==> src/rtl/fifo_param.sv <==
// Parameterised synchronous FIFO with registered-read or first-word-fall-through
// output, programmable almost-full/almost-empty thresholds and sticky
// overflow/underflow flags.
module fifo_param #(
  parameter int DATA_WIDTH = 6,
  parameter int ADDR_WIDTH = 2,
  parameter int FWFT       = 0
) (
  input  logic                  clk,
  input  logic                  reset_L,
  input  logic                  write,
  input  logic                  read,
  input  logic [DATA_WIDTH-1:0] data_in,
  input  logic [ADDR_WIDTH:0]   umb_almost_full,
  input  logic [ADDR_WIDTH:0]   umb_almost_empty,
  input  logic                  clr_err,
  output logic [DATA_WIDTH-1:0] data_out,
  output logic                  valid,
  output logic [ADDR_WIDTH:0]   data_count,
  output logic                  fifo_full,
  output logic                  fifo_empty,
  output logic                  almost_full,
  output logic                  almost_empty,
  output logic                  overflow,
  output logic                  underflow
);

  localparam int DEPTH = 1 << ADDR_WIDTH;
  localparam logic [ADDR_WIDTH:0] FULL_CNT = (ADDR_WIDTH+1)'(DEPTH);

  logic [DATA_WIDTH-1:0] mem [DEPTH];
  logic [ADDR_WIDTH-1:0] wr_ptr;
  logic [ADDR_WIDTH-1:0] rd_ptr;
  logic [ADDR_WIDTH:0]   count;
  logic                  pop_ok;
  logic                  push_ok;

  // A push into a full FIFO is allowed when a pop frees the head slot in the same cycle.
  assign pop_ok  = read && (count != '0);
  assign push_ok = write && ((count != FULL_CNT) || pop_ok);

  // Status decodes come from the registered count only.
  assign data_count   = count;
  assign fifo_empty   = (count == '0);
  assign fifo_full    = (count == FULL_CNT);
  assign almost_full  = (count >= umb_almost_full);
  assign almost_empty = (count <= umb_almost_empty);

  // Storage array; contents are not reset, writes are held off while reset is asserted.
  always_ff @(posedge clk) begin
    if (reset_L && push_ok) begin
      mem[wr_ptr] <= data_in;
    end
  end

  // Pointers and occupancy; simultaneous push and pop leave the count unchanged.
  always_ff @(posedge clk or negedge reset_L) begin
    if (!reset_L) begin
      wr_ptr <= '0;
      rd_ptr <= '0;
      count  <= '0;
    end else begin
      if (push_ok) wr_ptr <= wr_ptr + 1'b1;
      if (pop_ok)  rd_ptr <= rd_ptr + 1'b1;
      case ({push_ok, pop_ok})
        2'b10:   count <= count + 1'b1;
        2'b01:   count <= count - 1'b1;
        default: count <= count;
      endcase
    end
  end

  // Sticky error flags; a new error in the clearing cycle wins over clr_err.
  always_ff @(posedge clk or negedge reset_L) begin
    if (!reset_L) begin
      overflow  <= 1'b0;
      underflow <= 1'b0;
    end else begin
      if (write && !push_ok) overflow <= 1'b1;
      else if (clr_err)      overflow <= 1'b0;
      if (read && !pop_ok)   underflow <= 1'b1;
      else if (clr_err)      underflow <= 1'b0;
    end
  end

  generate
    if (FWFT == 0) begin : g_reg_read
      logic [DATA_WIDTH-1:0] dout_q;
      logic                  vld_q;

      // Registered read: the popped word appears one cycle later with a one-cycle valid pulse.
      always_ff @(posedge clk or negedge reset_L) begin
        if (!reset_L) begin
          dout_q <= '0;
          vld_q  <= 1'b0;
        end else begin
          vld_q <= pop_ok;
          if (pop_ok) dout_q <= mem[rd_ptr];
        end
      end

      assign data_out = dout_q;
      assign valid    = vld_q;
    end else begin : g_fwft
      // Head word is presented directly; read acknowledges it. Zero when empty.
      assign valid    = (count != '0);
      assign data_out = valid ? mem[rd_ptr] : '0;
    end
  endgenerate

endmodule

==> config.mk <==
export PLATFORM = sky130hd
export DESIGN_NAME = fifo_param
export DESIGN_NICKNAME = d
export VERILOG_FILES = /design/src/rtl/fifo_param.sv
export SDC_FILE = /design/constraint.sdc
export NUM_CORES = 1
export LEC_CHECK = 0
export BUFFER_PORTS_ARGS = -buffer_cell sky130_fd_sc_hd__buf_2
export CORE_MARGIN = 5
export CORE_UTILIZATION = 25
export CTS_CLUSTER_DIAMETER = 120
export DETAILED_ROUTE_END_ITERATION = 8
export PLACE_DENSITY = 0.54
export SLEW_MARGIN = 20
export SYNTH_ARGS = -nofsm -noshare
export SYNTH_HDL_FRONTEND = slang
export SYNTH_SLANG_ARGS = --single-unit
==> constraint.sdc <==
create_clock -name clk -period 5.2 [get_ports clk]
set_clock_uncertainty 0.1 [all_clocks]
set_input_delay 0.52 -clock clk [delete_from_list [all_inputs] [get_ports clk]]
set_output_delay 0.52 -clock clk [all_outputs]
set_load 0.1 [all_outputs]
==> results of run 1 <==
-- through the flow --
step	cell area (µm²)	cells	hold slack, ns
6_report	2240	270	0.0393
5_1_grt	2240	270	0.0674
4_1_cts	2240	270	0.0495
3_5_place_dp	2110	262	0.372
3_3_place_gp	2110	262	0.371
2_1_floorplan	1850	136	0.124
-- kinds of logic (layout without fill, tap and decap cells) --
logic type	Yosys count	after routing	synth area share, %
flops	40	40	60.6
simple gates	38	38	9.95
buf+inv	20	55	4.46
compound gates	15	15	6.83
fa+ha+maj	11	11	7.85
mux	7	7	7.92
xor+xnor	5	5	2.37
-- worst min-delay path by stage --
| stage | end | slack [ns] | depth (start not counted) |
|---|---|---|---|
| 2_1_floorplan | data_count[0] | 0.12 | 0 |
| 3_3_place_gp | wr_ptr[1] | 0.37 | 1 |
| 3_5_place_dp | data_out[5] | 0.37 | 2 |
| 4_1_cts | overflow | 0.05 | 1 |
| 5_1_grt | data_count[0] | 0.07 | 1 |
| 6_report | overflow | 0.04 | 1 |
-- registers in the layout (all words and copies together), names as in the netlist --
register	flops
overflow	1
rd_ptr	2
mem	24
wr_ptr	2
data_out	6
valid	1
data_count	3
underflow	1
-- layout by cell type (no fill, tap or decap) --
cell / n
o21ai_2: 1
clkbuf_8: 5
xnor2_1: 3
buf_2: 32
mux4_2: 6
a21o_1: 2
o32ai_1: 1
fa_1: 1
and3_1: 1
dfrtp_1: 16
nor2b_1: 1
nand2_1: 21
inv_2: 1
nand3b_1: 1
a221o_1: 1
xor2_1: 2
and2_1: 4
or2_2: 1
nor3_1: 1
o21ai_0: 4
inv_1: 14
edfxtp_1: 24
nor2_1: 2
or3b_4: 1
o21a_1: 1
nand3_1: 3
o31ai_4: 1
a22oi_1: 1
bufinv_16: 2
or3b_1: 1
o2111ai_1: 2
ha_1: 10
nand2b_1: 1
o211a_1: 1
mux2_1: 1
clkbuf_1: 1
-- worst register-to-register path, stage by stage (launching register included) --
cell and delay, ns:
dfrtp_1 0.61, o31ai_4 0.19, inv_2 0.17, nand2_1 0.09, fa_1 0.39, or3b_1 0.37
and3_1 0.19, a221o_1 0.25
-- per-layer routing --
metal | vias up | GRT usage [%] | wire length, µm
met4 | 0 | 2.73 | 56
met2 | 24 | 13.7 | 1680
met5 | - | 0 | 0
li1 | 549 | - | -
met1 | 513 | 10.5 | 1550
met3 | 8 | 2.74 | 189
-- area by class of cell --
type | count | area share, %
clock inverter | 2 | 2.68
sequential | 40 | 50.1
timing repair buffer | 32 | 7.15
clock buffer | 6 | 3.24
multi-input combinational | 76 | 28.8
tap | 99 | 5.53
inverter | 15 | 2.51
==> flow_metrics.tcl, run 1 <==
set metrics [dict create \
    wl_per_cell_um 12.9 \
    route.detailed.drc 0 \
    core.rowCount 31 \
    synth_seq_area_share_pct 60.6 \
    period_minus_slack_ns 2.73 \
    layout-drive-gt1-share_pct 29.2 \
    tritoncts "done" \
    cp_data_arrival_time_ns 2.11 \
    drt_first_pass_iters 4 \
    rsz0062_at_grt "false" \
    cts.path.max_buffers 2 \
    path_class "reg2out" \
    synth_ff_type "edfxtp_1" \
    first_iter_violations 50 \
    io_buffers 32 \
    cts.clk_slew.worst_paths_ns 0.08 \
    dp_slack_ns 2.59 \
    start_util_pct 25.6 \
    r2r_start "data_count[1]" \
    finalMaxSlewViolations 0 \
    chipHeight_um 96.0 \
    max_freq_mhz 366 \
    post-route-period-util_pct 52.6 \
    outcome "finished, final reports clean" \
    path_depth 6 \
    grt_pass1_vias 1124 \
    grt_pass1_wl_um 5840 \
    viasPerCell 4.05 \
    area_growth_pct 21.1 \
    worstSetupStartpoint "data_count[0]" \
    setup_tns_ns 0 \
    cts.repair.resized 0 \
    register_area_um2 1120 \
    synth_cells 136 \
    fillers 761 \
    cp-end-kind "output port" \
    cp_max_fo 8 \
    hold_violations 0 \
    setup_viol 0 \
    ys_async_sr_fraction_pct 40.0 \
    ant_nets 0 \
    multi_input_area_um2 646 \
    syn_area_um2 1850 \
    max_stage_delay_ns 0.55 \
    yosysTopAreaCell "edfxtp_1" \
    wirelength_um 3480 \
    die_w_um 96.0 \
    ctsHoldBuffers 0 \
    crit_path_top_delay_cell "dfrtp_1" \
    numCtsBuffers 5 \
    drv_cap 0 \
    antenna_found_initial 0 \
    crit_path_end "almost_full" \
    crit_family "flip-flops" \
    r2r_slack_ns 2.72 \
    nets 198 \
    clock_latency_ns 0.29 \
    synthTopCellsByArea "edfxtp_1 39%, dfrtp_1 22%, mux4_2 7.3%" \
    start_kind "register" \
    clock_sinks 40 \
    grt_start_max_net_pins 18 \
    ys_seq_elements 40 \
    netlist.area_leader.share_pct 39.0 \
    required_ns 4.58 \
    grtUsageTotal_pct 8.41 \
    cp_num_buf_inv 2 \
    r2r-end "data_count[2]" \
    diodes 0 \
    synth_nets 164 \
    cts_setup_buffers 0 \
    hp-class "in2async" \
    yosys-top-cells-count "24 x edfxtp_1, 21 x nand2_1, 16 x dfrtp_1, 14 x inv_1, 10 x ha_1" \
    vias 1094 \
    fp.coreArea_um2 7210 \
    gr-total-overflow 0 \
    setup_ws_ns 2.47 \
    crit_top_cell "a21o_1" \
    cts_root_buffer "clkbuf_8" \
    htreeDepth 2 \
    postLayoutCoreUtil_pct 31.0 \
    gp_congestion 0.742 \
    yosysWarnings 0 \
    tightest_slew_ns 0.501 \
    r2r_cells 7 \
    cp_cell_sequence "inv_1, ha_1, nand2b_1, a21o_1, a21o_1, buf_2" \
    synth_edf_count 24 \
    syn_avg_cell_area_um2 13.6 \
    die_area_um2 9220 \
    slew_headroom_pct 66.8 \
    yosysMostFrequentCell "edfxtp_1" \
    io-pin-count 33 \
    yosysUniqueCellTypes 36 \
    post-dp-hpwl_um 2460 \
]
Power of run 1 is left out: the tool's default activity adds up to more than one toggle a clock period on the data nets, which glitch-free logic cannot reach.
==> run 2, diff against run 1 <==
- clock period: 5.2 -> 2.75 ns (I/O delays scaled with it)
==> run 2 against run 1 <==
Against the previous run:
- via count down 0.55%
- global-route usage shrank 0.34 points
- sequential share of layout area increased by 0.76 points
- wire length shrank 2.6%
- worst setup slack worse by 2.1 ns
- critical endpoint unchanged
==> flow_metrics.tcl, run 2 (same netlist as run 1, synthesis figures left out) <==
set metrics [dict create \
    viasPerCell 4.01 \
    chipHeight_um 96.0 \
    hold_depth 2 \
    start_kind "register" \
    antenna_found_initial 0 \
    grtUsageTotal_pct 8.07 \
    period_minus_slack_ns 2.35 \
    grt_start_max_net_pins 18 \
    die_w_um 96.0 \
    final_cell_mix "32 x buf_2, 24 x edfxtp_1, 21 x nand2_1" \
    top_register "mem" \
    cp-end-kind "output port" \
    cts.path.max_buffers 2 \
    wirelength_um 3390 \
    layout-drive-gt1-share_pct 31.4 \
    start_util_pct 25.6 \
    r2r_slack_ns 0.40 \
    finalMaxSlewViolations 0 \
    wl_per_cell_um 12.5 \
    diodes 0 \
    cp_max_fo 8 \
    drt_first_pass_iters 4 \
    dp_slack_ns 0.399 \
    holdCritStartpoint "clr_err" \
    route.detailed.drc 0 \
    design_area_um2 2210 \
    vias 1088 \
    path_class "reg2out" \
    cts_root_buffer "clkbuf_8" \
    die_area_um2 9220 \
    r2r-end "data_count[2]" \
    post-dp-hpwl_um 2500 \
    tightest_slew_ns 0.497 \
    outcome "finished, final reports clean" \
    io_buffers 32 \
    hp-class "in2reg" \
    setup_ws_ns 0.405 \
    first_iter_violations 25 \
    grt_pass1_wl_um 5500 \
    drv_cap 0 \
    layout_commonest_cell "buf_2" \
    cts_setup_buffers 0 \
    gr-total-overflow 0 \
    r2r_cells 7 \
    required_ns 2.38 \
    gp_congestion 0.781 \
    grt_pass1_vias 1106 \
    setup_viol 0 \
    largest_reg_flops 24 \
    area_growth_pct 19.7 \
    hold_violations 0 \
    nets 199 \
    clock_sinks 40 \
    rsz0062_at_grt "false" \
    cts.clk_slew.worst_paths_ns 0.07 \
    r2r_start "data_count[1]" \
    fp.coreArea_um2 7210 \
    cp_data_arrival_time_ns 1.97 \
    htreeDepth 2 \
    ant_nets 0 \
    slew_headroom_pct 67.1 \
    cts.repair.resized 0 \
    place_area_um2 2120 \
    worstHoldEndpoint "overflow" \
    core.rowCount 31 \
    clock_latency_ns 0.29 \
    tritoncts "done" \
    numCtsBuffers 5 \
    post-route-period-util_pct 85.3 \
    max_freq_mhz 426 \
    io-pin-count 33 \
]
run 2: changes by cell type in the layout (fill, tap and decap cells not counted), sizes merged:
cell,before,now
bufinv,2,0
clkinv,0,1
clkbuf,6,5
clkinvlp,0,2
dlygate4sd3,0,1
run 2: cell type report:
cell class / instances / area, µm²
sequential: 40 / 1120
timing repair buffer: 33 / 170
multi-input combinational: 76 / 651
fill: 772 / 5000
clock buffer: 5 / 68.8
inverter: 15 / 56.3
tap: 99 / 124
clock inverter: 3 / 18.8
run 2: worst max-delay path by stage:
stage | start | end | slack (ns)
after floorplan | data_count[1] | almost_empty | -0.27
after global routing | data_count[1] | data_count[2] | 0.28
after CTS | data_count[0] | almost_full | 0.38
after global placement | read | data_count[2] | 0.44
after detailed placement | read | data_count[2] | 0.40
final | data_count[0] | almost_full | 0.40
run 2: critical path, cell delays in order, from the launching register on:
cell,delay (ns)
dfrtp_2,0.48
inv_1,0.19
ha_1,0.26
nand2b_1,0.14
a21o_1,0.17
a21o_1,0.16
buf_2,0.28
run 2: what timing repair did:
item                                   in CTS  in global routing
setup endpoints to repair                   0                  0
endpoints found under the hold margin      16                  0
hold buffers                                1                  0
run 2: metrics by stage:
| step | hold slack [ns] | TNS (ns) | utilization (%) | std cells |
|---|---|---|---|---|
| final | 0.0772 | 0 | 30.7 | 271 |
| after global routing | 0.0871 | 0 | 30.7 | 271 |
| after CTS | 0.0709 | 0 | 30.7 | 271 |
| after detailed placement | 0.128 | 0 | 29.3 | 262 |
| after global placement | 0.128 | 0 | 29.3 | 262 |
| after floorplan | -0.121 | -0.266 | - | 136 |
run 2: layer usage:
layer | track usage [%] | share of wire, %
met5 | 0 | 0
met3 | 2.89 | 6.5
met1 | 9.62 | 44
met2 | 13.1 | 49
met4 | 3.44 | 1.2
Power of run 2 is left out for the same reason.
